<file path="config.mk">
export PLATFORM = sky130hd
export DESIGN_NAME = pla_resp_misr
export DESIGN_NICKNAME = d
export VERILOG_FILES = /design/src/rtl/pla_pkg.sv /design/src/rtl/pla_misr_step.sv /design/src/rtl/pla_resp_misr.sv
export SDC_FILE = /design/constraint.sdc
export NUM_CORES = 1
export LEC_CHECK = 0
export CAP_MARGIN = 15
export CORE_MARGIN = 4
export CORE_UTILIZATION = 48
export DETAILED_ROUTE_END_ITERATION = 8
export GPL_TIMING_DRIVEN = 0
export PLACE_DENSITY_LB_ADDON = 0.15
export SLEW_MARGIN = 20
export SYNTH_ARGS = -nofsm -noshare
export SYNTH_HDL_FRONTEND = slang
export SYNTH_SLANG_ARGS = --single-unit
export TNS_END_PERCENT = 1
</file>
<file path="constraint.sdc">
create_clock -name clk -period 2.6 [get_ports clk]
set_input_delay 0.52 -clock clk [delete_from_list [all_inputs] [get_ports clk]]
set_output_delay 0.52 -clock clk [all_outputs]
set_load 0.005 [all_outputs]
</file>
<file path="src/rtl/pla_pkg.sv">
// Shared types and defaults for the PLA response MISR compactor.
// Contents: response width, FSM state enum, default MISR polynomial and seed.
package pla_pkg;

  localparam int unsigned RESP_W = 10;

  localparam logic [15:0] POLY_DEFAULT = 16'h1021;
  localparam logic [15:0] SEED_DEFAULT = 16'hFFFF;

  typedef enum logic [1:0] {
    IDLE  = 2'd0,
    ACCUM = 2'd1,
    HOLD  = 2'd2
  } state_e;

endpackage

</file>
<file path="src/rtl/pla_misr_step.sv">
// One MISR compaction step: shift left, fold in polynomial when the MSB
// falls out, then XOR in the zero-extended PLA response.
// Ports:
//   sig        current signature
//   resp       PLA output vector z9..z0
//   next_sig_c next signature (combinational)
module pla_misr_step
  import pla_pkg::*;
#(
  parameter int unsigned      SIG_W = 16,
  parameter logic [SIG_W-1:0] POLY  = SIG_W'(POLY_DEFAULT)
) (
  input  logic [SIG_W-1:0]  sig,
  input  logic [RESP_W-1:0] resp,
  output logic [SIG_W-1:0]  next_sig_c
);

  logic [SIG_W-1:0] fb;

  assign fb         = sig[SIG_W-1] ? POLY : '0;
  assign next_sig_c = {sig[SIG_W-2:0], 1'b0} ^ fb ^ SIG_W'(resp);

endmodule

</file>
<file path="src/rtl/pla_resp_misr.sv">
// PLA response compactor: accumulates a run of 10-bit response beats into a
// MISR signature, counts beats (saturating) and keeps a sticky OR of all
// accepted responses. The result is held until the consumer takes it.
// Ports:
//   clk, rst          clock, synchronous active-high reset
//   start             opens a run (only honoured in IDLE)
//   in_valid/in_ready response beat handshake; in_ready only in ACCUM
//   in_resp, in_last  response vector, final-beat marker
//   sig_out           signature
//   sig_valid/sig_ready result handshake
//   vec_count         beats accepted in current/last run
//   ever_hi           sticky OR of accepted responses
//   busy              state is not IDLE
module pla_resp_misr
  import pla_pkg::*;
#(
  parameter int unsigned      SIG_W = 16,
  parameter logic [SIG_W-1:0] POLY  = SIG_W'(POLY_DEFAULT),
  parameter logic [SIG_W-1:0] SEED  = SIG_W'(SEED_DEFAULT),
  parameter int unsigned      CNT_W = 20
) (
  input  logic              clk,
  input  logic              rst,
  input  logic              start,
  input  logic              in_valid,
  output logic              in_ready,
  input  logic [RESP_W-1:0] in_resp,
  input  logic              in_last,
  output logic [SIG_W-1:0]  sig_out,
  output logic              sig_valid,
  input  logic              sig_ready,
  output logic [CNT_W-1:0]  vec_count,
  output logic [RESP_W-1:0] ever_hi,
  output logic              busy
);

  state_e            state_q, state_d;
  logic [SIG_W-1:0]  sig_q, sig_d;
  logic [CNT_W-1:0]  cnt_q, cnt_d;
  logic [RESP_W-1:0] ev_q, ev_d;
  logic              valid_q, valid_d;
  logic [SIG_W-1:0]  step_sig_c;
  logic              accept_c;

  pla_misr_step #(
    .SIG_W (SIG_W),
    .POLY  (POLY)
  ) u_step (
    .sig        (sig_q),
    .resp       (in_resp),
    .next_sig_c (step_sig_c)
  );

  // Handshake-side decodes straight from state
  assign in_ready = (state_q == ACCUM);
  assign busy     = (state_q != IDLE);
  assign accept_c = in_valid && in_ready;

  // Next-state and datapath update
  always_comb begin
    state_d = state_q;
    sig_d   = sig_q;
    cnt_d   = cnt_q;
    ev_d    = ev_q;
    valid_d = 1'b0;
    unique case (state_q)
      IDLE: begin
        if (start) begin
          state_d = ACCUM;
          sig_d   = SEED;
          cnt_d   = '0;
          ev_d    = '0;
        end
      end
      ACCUM: begin
        if (accept_c) begin
          sig_d = step_sig_c;
          // Saturate rather than wrap so long runs stay recognisable
          cnt_d = (cnt_q == {CNT_W{1'b1}}) ? cnt_q : cnt_q + CNT_W'(1);
          ev_d  = ev_q | in_resp;
          if (in_last) state_d = HOLD;
        end
      end
      HOLD: begin
        // start is deliberately not looked at here
        if (sig_ready) state_d = IDLE;
      end
      default: state_d = IDLE;
    endcase
    valid_d = (state_d == HOLD);
  end

  // State and output registers
  always_ff @(posedge clk) begin
    if (rst) begin
      state_q <= IDLE;
      sig_q   <= SEED;
      cnt_q   <= '0;
      ev_q    <= '0;
      valid_q <= 1'b0;
    end else begin
      state_q <= state_d;
      sig_q   <= sig_d;
      cnt_q   <= cnt_d;
      ev_q    <= ev_d;
      valid_q <= valid_d;
    end
  end

  assign sig_out   = sig_q;
  assign vec_count = cnt_q;
  assign ever_hi   = ev_q;
  assign sig_valid = valid_q;

endmodule

</file>
[After elaboration in Yosys (flattened, before gate mapping)]
Index checks and enable logic that the tools add are counted.
Widths: inputs -> output; s select.
Storage, ports and cells
  output and inout bits: 49
  logic and storage cells: 38
  bits of input ports: 16
  bits in registers: 49
Cells by class
  equality and inequality tests: 7
  add/subtract/negate cells: 1
  bitwise gates (word level): 3
  reduce and logical (&&, ||, !) cells: 6
  multiplexer cells: 16
Operator list (count)
  $mux 20: 3
  $pmux 20 s2: 1
  $mux 16: 2
  $pmux 16 s2: 1
  $add 20x1->20 const B: 1
  $eq 20x20->1 const B: 1
  $mux 10: 2
  $pmux 10 s2: 1
  $xor 16x10->16: 1
  $xor 16x16->16: 1
  $mux 13: 1
  $or 10x10->10: 1
  $mux 2: 4
  $pmux 2 s3: 1
  $eq 2x2->1 const B: 2
  $ne 2x2->1 const B: 2
  $reduce_and 4->1: 1
  $reduce_bool 2->1: 2
  $reduce_and 3->1: 1
  $eq 2x1->1 const B: 1
  $logic_not 2->1: 1
  $ne 2x1->1 const B: 1
  $logic_and 1x1->1: 1

[Depth between registers and ports, before layout]
Gate-level depths: netlist (run 1).
  depth in word-level cells: 5
  gate-level depth with buffers: 7
  depth with buffers taken out: 6

[Hierarchy]
A second synthesis (run 1) with hierarchy kept.
Unflattened totals
  cells, all modules: 270
  area total of the unflattened synthesis: 2282.2 µm²
Modules (own cells, without submodules)
  pla_resp_misr: times used 1, area an instance 2133.3 µm², cells an instance 254
  pla_misr_step: times used 1, area an instance 148.9 µm², cells an instance 16

[Worst setup path after synthesis (run 1)]
OpenSTA, ideal clock, no wires.
  kind: flip-flop to flip-flop
  from: register cnt_q[5] (netlist: vec_count[5])
  to: register cnt_q[17] (netlist: vec_count[17])
  cell stages (with the launch flop): 7
  clock period less this slack: 1.971 ns
  slack: 0.629 ns
  setup time: 0.070 ns
  arrival time: 1.901 ns
  path buffers: 1
  cell sequence: dfxtp_1 > nand4_2 > or3_1 > buf_6 > a2111oi_4 > or3b_1 > a21oi_1
Between the ends
  cells in the longest elaborated chain, start to end: 4
  elaborated cells on any way between the ends: 7
  those cells by class: add/sub (1); eq/ne (2); mux (3); reduce/logical (1)
Ends and longest elaborated chain
  from (decl): line pla_resp_misr.sv:39  | logic [CNT_W-1:0] cnt_q, cnt_d;
  from (signal assigned): line pla_resp_misr.sv:104  | cnt_q <= cnt_d;
  $add 20x1->20: line pla_resp_misr.sv:79  | cnt_d = (cnt_q == {CNT_W{1'b1}}) ? cnt_q : cnt_q + CNT_W'(1);
  $mux 20: line pla_resp_misr.sv:79
  $mux 20: line pla_resp_misr.sv:76  | if (accept_c) begin
  $pmux 20 s2: line pla_resp_misr.sv:66  | unique case (state_q)
Parallel ways exist; a longest one is shown, timed or not. The select of a mux whose other input is x is not followed.
A chain may end at the register's enable or synchronous reset.

[Worst setup path after layout (run 1)]
  from: register state_q[0]
  to: output port in_ready
Between the ends
  cells in the longest elaborated chain, start to end: 1
Ends and longest elaborated chain
  from (decl): line pla_resp_misr.sv:37  | state_e state_q, state_d;
  from (signal assigned): line pla_resp_misr.sv:102  | state_q <= state_d;
  $eq 2x1->1: line pla_resp_misr.sv:55  | assign in_ready = (state_q == ACCUM);
  to (decl): line pla_resp_misr.sv:26  | output logic in_ready,
Every way passes these cells.

==> reports/summary.txt, run 1 <==
Vias in the first global route: 2095
FF-to-FF Start: state_q[0]
Avg Synthesized Cell Area: 8.55 um^2
Area of the die: 6000 um^2
Area fraction in compound gates after synthesis: 0.210
Placed inst area: 3020 um^2
Die W: 77.5 um
Transition time at the pin with the least slew margin: 0.838 ns
Critical path fanouts, max: 9
Share of synthesized cell area in full adder, half adder and majority cells: 0.00540
Power per Cell Area: 486 nW/um^2
Prevailing post-synth register cell: sky130_fd_sc_hd__dfxtp_1
Setup repair after global routing missed its margin: no
Post-synthesis cell type count: 47
Final worst path period share: 0.935
DR vias: 2283
Post-CTS setup buffer count: 0
Result of the run: completed
Number of register bits inferred by synthesis: 49
Xor-xnor portion of the synthesized cell area: 0.0643
Top Usage Layer GRT: met2
Total Routed Length: 6140 um
Depth of the worst register-to-register path: 7
Clock-pin slew on the worst setup and hold paths: 0.09 ns
Global route overflow: 0
Clock network latency to the later pin of the worst-skew pair: 0.30 ns
Vertical extent of the die: 77.5 um
Arr. time, crit path: 1.91 ns
Endpoint of the most critical register-to-register path: vec_count[18]
Initial core utilization: 0.494
Post-route minimum period: 2.43 ns
Share of synthesized area occupied by flip-flops and latches: 0.424
Filler Cell Count: 421
Number of I/O pins: 65
Final RePlAce weighted congestion: 0.827
Average vias per placed instance: 5.75
Endpoint type of the worst setup path: primary output
Met1 Use GR: 0.281
# setup viols final: 0
Number of clock buffers inserted by TritonCTS: 5
Number of DRC violations after detailed routing: 0
Max incr delay on CP: 0.52 ns
Worst path setup slack after routing: 0.169 ns
Cell-by-cell trace of the critical path: clkbuf_1, nand2b_1, clkbuf_1, inv_1, clkdlybuf4s50_1
Max Fclk: 0.411 GHz
Highest ir drop seen on vdd: 0.292 mV
Post-CTS resize count: 0
Slew Limit Fails: 0
Synthesized netlist cell count: 271
Number of optimization iterations in the first detailed-route pass: 4
Wire length per cell: 15.5 um
Overall Global Routing Usage: 0.207
Final Hold Vio Count: 0
Number of DRC markers after the initial detailed-route iteration: 134
Number of maximum-capacitance violations: 0
Final net count: 359
Cell area after technology mapping: 2320 um^2
Global-route wire length before repair: 10200 um
Met2 routing resource usage after global routing: 0.332
Required time of the worst setup path: 2.08 ns
Final Instance Area: 3120 um^2
Post-DRT Antenna Nets: 0
Number of placed instances, taps included: 389
Category of the critical setup timing path: register to primary output
Path category of the worst min-delay check: register to register
CP most frequent cell: sky130_fd_sc_hd__clkbuf_1
Fraction of registers with async set/reset: 0
CTS tree: built
Setup slack at placement: -0.0296 ns
Non-filler instance count after layout: 397
Growth of design area from synthesis to finish: 34.9%
Worst slew margin relative to its limit: 0.441
Reported leakage power: 1.13 nW
Skew final: 0.00664 ns
Worst setup startpoint: state_q[0]
Sink Count: 49
Buffers from clock root to sink, at most: 2
Placement Rows: 25
CP max stage cell: sky130_fd_sc_hd__clkdlybuf4s50_1
Antenna violations before repair: 0
Power, Total: 1.52 mW
Post-Synthesis Net Count: 288
Core Area: 4690 um^2
Fraction of layout cells with a size suffix above 1: 0.0671
Final sum of negative setup slack: 0 ns
Number of diodes: 0
GRT met3 Usage: 0.0418
Largest family of logic cells by synthesized area: simple AND/OR/NAND/NOR gates
Portion of netlist area occupied by mux cells: 0
Number of H-tree levels: 2
FF-to-FF setup slack: 0.36 ns
Hold_buf cts: 0
Fraction of the mapped netlist area in simple logic gates: 0.254
Crit path launch type: register
Half-perimeter wire length after placement: 4410 um
Maximum number of pins on one net before global-route repair: 17
Count of flip-flops with a built-in enable after synthesis: 0
Number of I/O port buffers: 64
End of the critical path: in_ready
Number of warnings issued by yosys: 0
Buffer type at the clock tree root: sky130_fd_sc_hd__clkbuf_8
## worst min-delay path by stage
stage,from,endpoint,slack [ns],cells past startpoint
floorplan,ever_hi[0],ever_hi[0],0.46,2
global placement,ever_hi[9],ever_hi[9],0.45,2
detailed placement,ever_hi[0],ever_hi[0],0.46,2
CTS,ever_hi[3],ever_hi[3],0.48,2
global route,ever_hi[3],ever_hi[3],0.49,2
finish,ever_hi[3],ever_hi[3],0.47,2
## critical path: cells and delay by family (launching register included)
family	cells	cell delay, ns
AND/OR/NAND/NOR	1	0.09
flip-flops	1	0.32
buffers and inverters	4	1.19
## sequential cells by signal (all words and copies together) (netlist names)
name,flops
vec_count,20
sig_out,16
sig_valid,1
ever_hi,10
state_q,2
## routing by layer
layer	up-vias	wire length [um]	share of wire
met5	-	0	0
met4	0	63	0.010
met3	7	366	0.060
met2	89	2900	0.47
met1	1077	2810	0.46
li1	1110	-	-
## area by class of cell
| class | count | area (um^2) | area share |
|---|---|---|---|
| repair buffers | 64 | 641 | 0.205 |
| well taps | 54 | 67.6 | 0.0216 |
| clock buffers | 6 | 82.6 | 0.0264 |
| flip-flops and latches | 49 | 981 | 0.314 |
| plain buffers | 17 | 90.1 | 0.0288 |
| inverters | 2 | 7.51 | 0.00240 |
| multi-input cells | 203 | 1240 | 0.396 |
| clock inverters | 2 | 17.5 | 0.00561 |
## placed cells by master (no fill, tap or decap), types with 2 or more instances in the layout
master,n
sky130_fd_sc_hd__clkdlybuf4s50_1,64
sky130_fd_sc_hd__dfxtp_1,49
sky130_fd_sc_hd__nor2_1,43
sky130_fd_sc_hd__a21oi_1,28
sky130_fd_sc_hd__nor3_1,16
sky130_fd_sc_hd__o21bai_1,15
sky130_fd_sc_hd__clkbuf_1,12
sky130_fd_sc_hd__nand2_1,12
sky130_fd_sc_hd__xor2_1,10
sky130_fd_sc_hd__o21ai_0,9
sky130_fd_sc_hd__clkbuf_8,7
sky130_fd_sc_hd__xnor2_1,7
sky130_fd_sc_hd__nand3_1,7
sky130_fd_sc_hd__a31oi_1,5
sky130_fd_sc_hd__o41ai_1,4
sky130_fd_sc_hd__nand2b_1,3
sky130_fd_sc_hd__nand3b_1,3
sky130_fd_sc_hd__nand4_2,3
sky130_fd_sc_hd__and3_1,3
sky130_fd_sc_hd__nand4_1,3
sky130_fd_sc_hd__a211oi_1,3
sky130_fd_sc_hd__buf_6,2
sky130_fd_sc_hd__or2_2,2
sky130_fd_sc_hd__inv_1,2
sky130_fd_sc_hd__nor2b_1,2
sky130_fd_sc_hd__or3_1,2
sky130_fd_sc_hd__or3b_1,2
sky130_fd_sc_hd__and2_1,2
sky130_fd_sc_hd__o21ai_1,2
## Yosys cell counts, types with 4 or more instances
library cell               number  area, um^2
sky130_fd_sc_hd__o41ai_1        4        35.0
sky130_fd_sc_hd__nor3_1        16        80.1
sky130_fd_sc_hd__o21bai_1      15         113
sky130_fd_sc_hd__clkbuf_1      12        45.0
sky130_fd_sc_hd__xnor2_1        7        61.3
sky130_fd_sc_hd__o21ai_0        9        45.0
sky130_fd_sc_hd__a21oi_1       28         140
sky130_fd_sc_hd__xor2_1        10        87.6
sky130_fd_sc_hd__nor2_1        43         161
sky130_fd_sc_hd__dfxtp_1       49         981
sky130_fd_sc_hd__nand2_1       12        45.0
sky130_fd_sc_hd__a31oi_1        5        31.3
sky130_fd_sc_hd__nand3_1        7        35.0
## through the flow
| step | hold slack (ns) | util |
|---|---|---|
| after floorplan | 0.460 | - |
| after CTS | 0.480 | 0.666 |
| after detailed placement | 0.457 | 0.645 |
| after global routing | 0.495 | 0.666 |
| final | 0.473 | 0.666 |
| after global placement | 0.446 | 0.645 |
## report_power, final
| part | leakage (nW) | switching, mW | internal [mW] |
|---|---|---|---|
| registers | 0.398 | 0.0163 | 0.772 |
| clock network | 0.0518 | 0.271 | 0.221 |
| logic | 0.679 | 0.124 | 0.112 |
| total | 1.13 | 0.412 | 1.11 |
## cells by family after synthesis
kind of cell | count (synthesis)
AND/OR/NAND/NOR | 111
AO/OA/AOI/OAI | 74
flip-flops | 49
buffers and inverters | 19
XOR/XNOR | 17
adder cells (fa/ha/maj) | 1
(Power assumes the default switching activity.)
==> run 2, diff against run 1 <==
TNS_END_PERCENT = 5   (was 1)
==> results of run 2 <==
No change in the layout: final DEF, timing and power equal those of run 1.
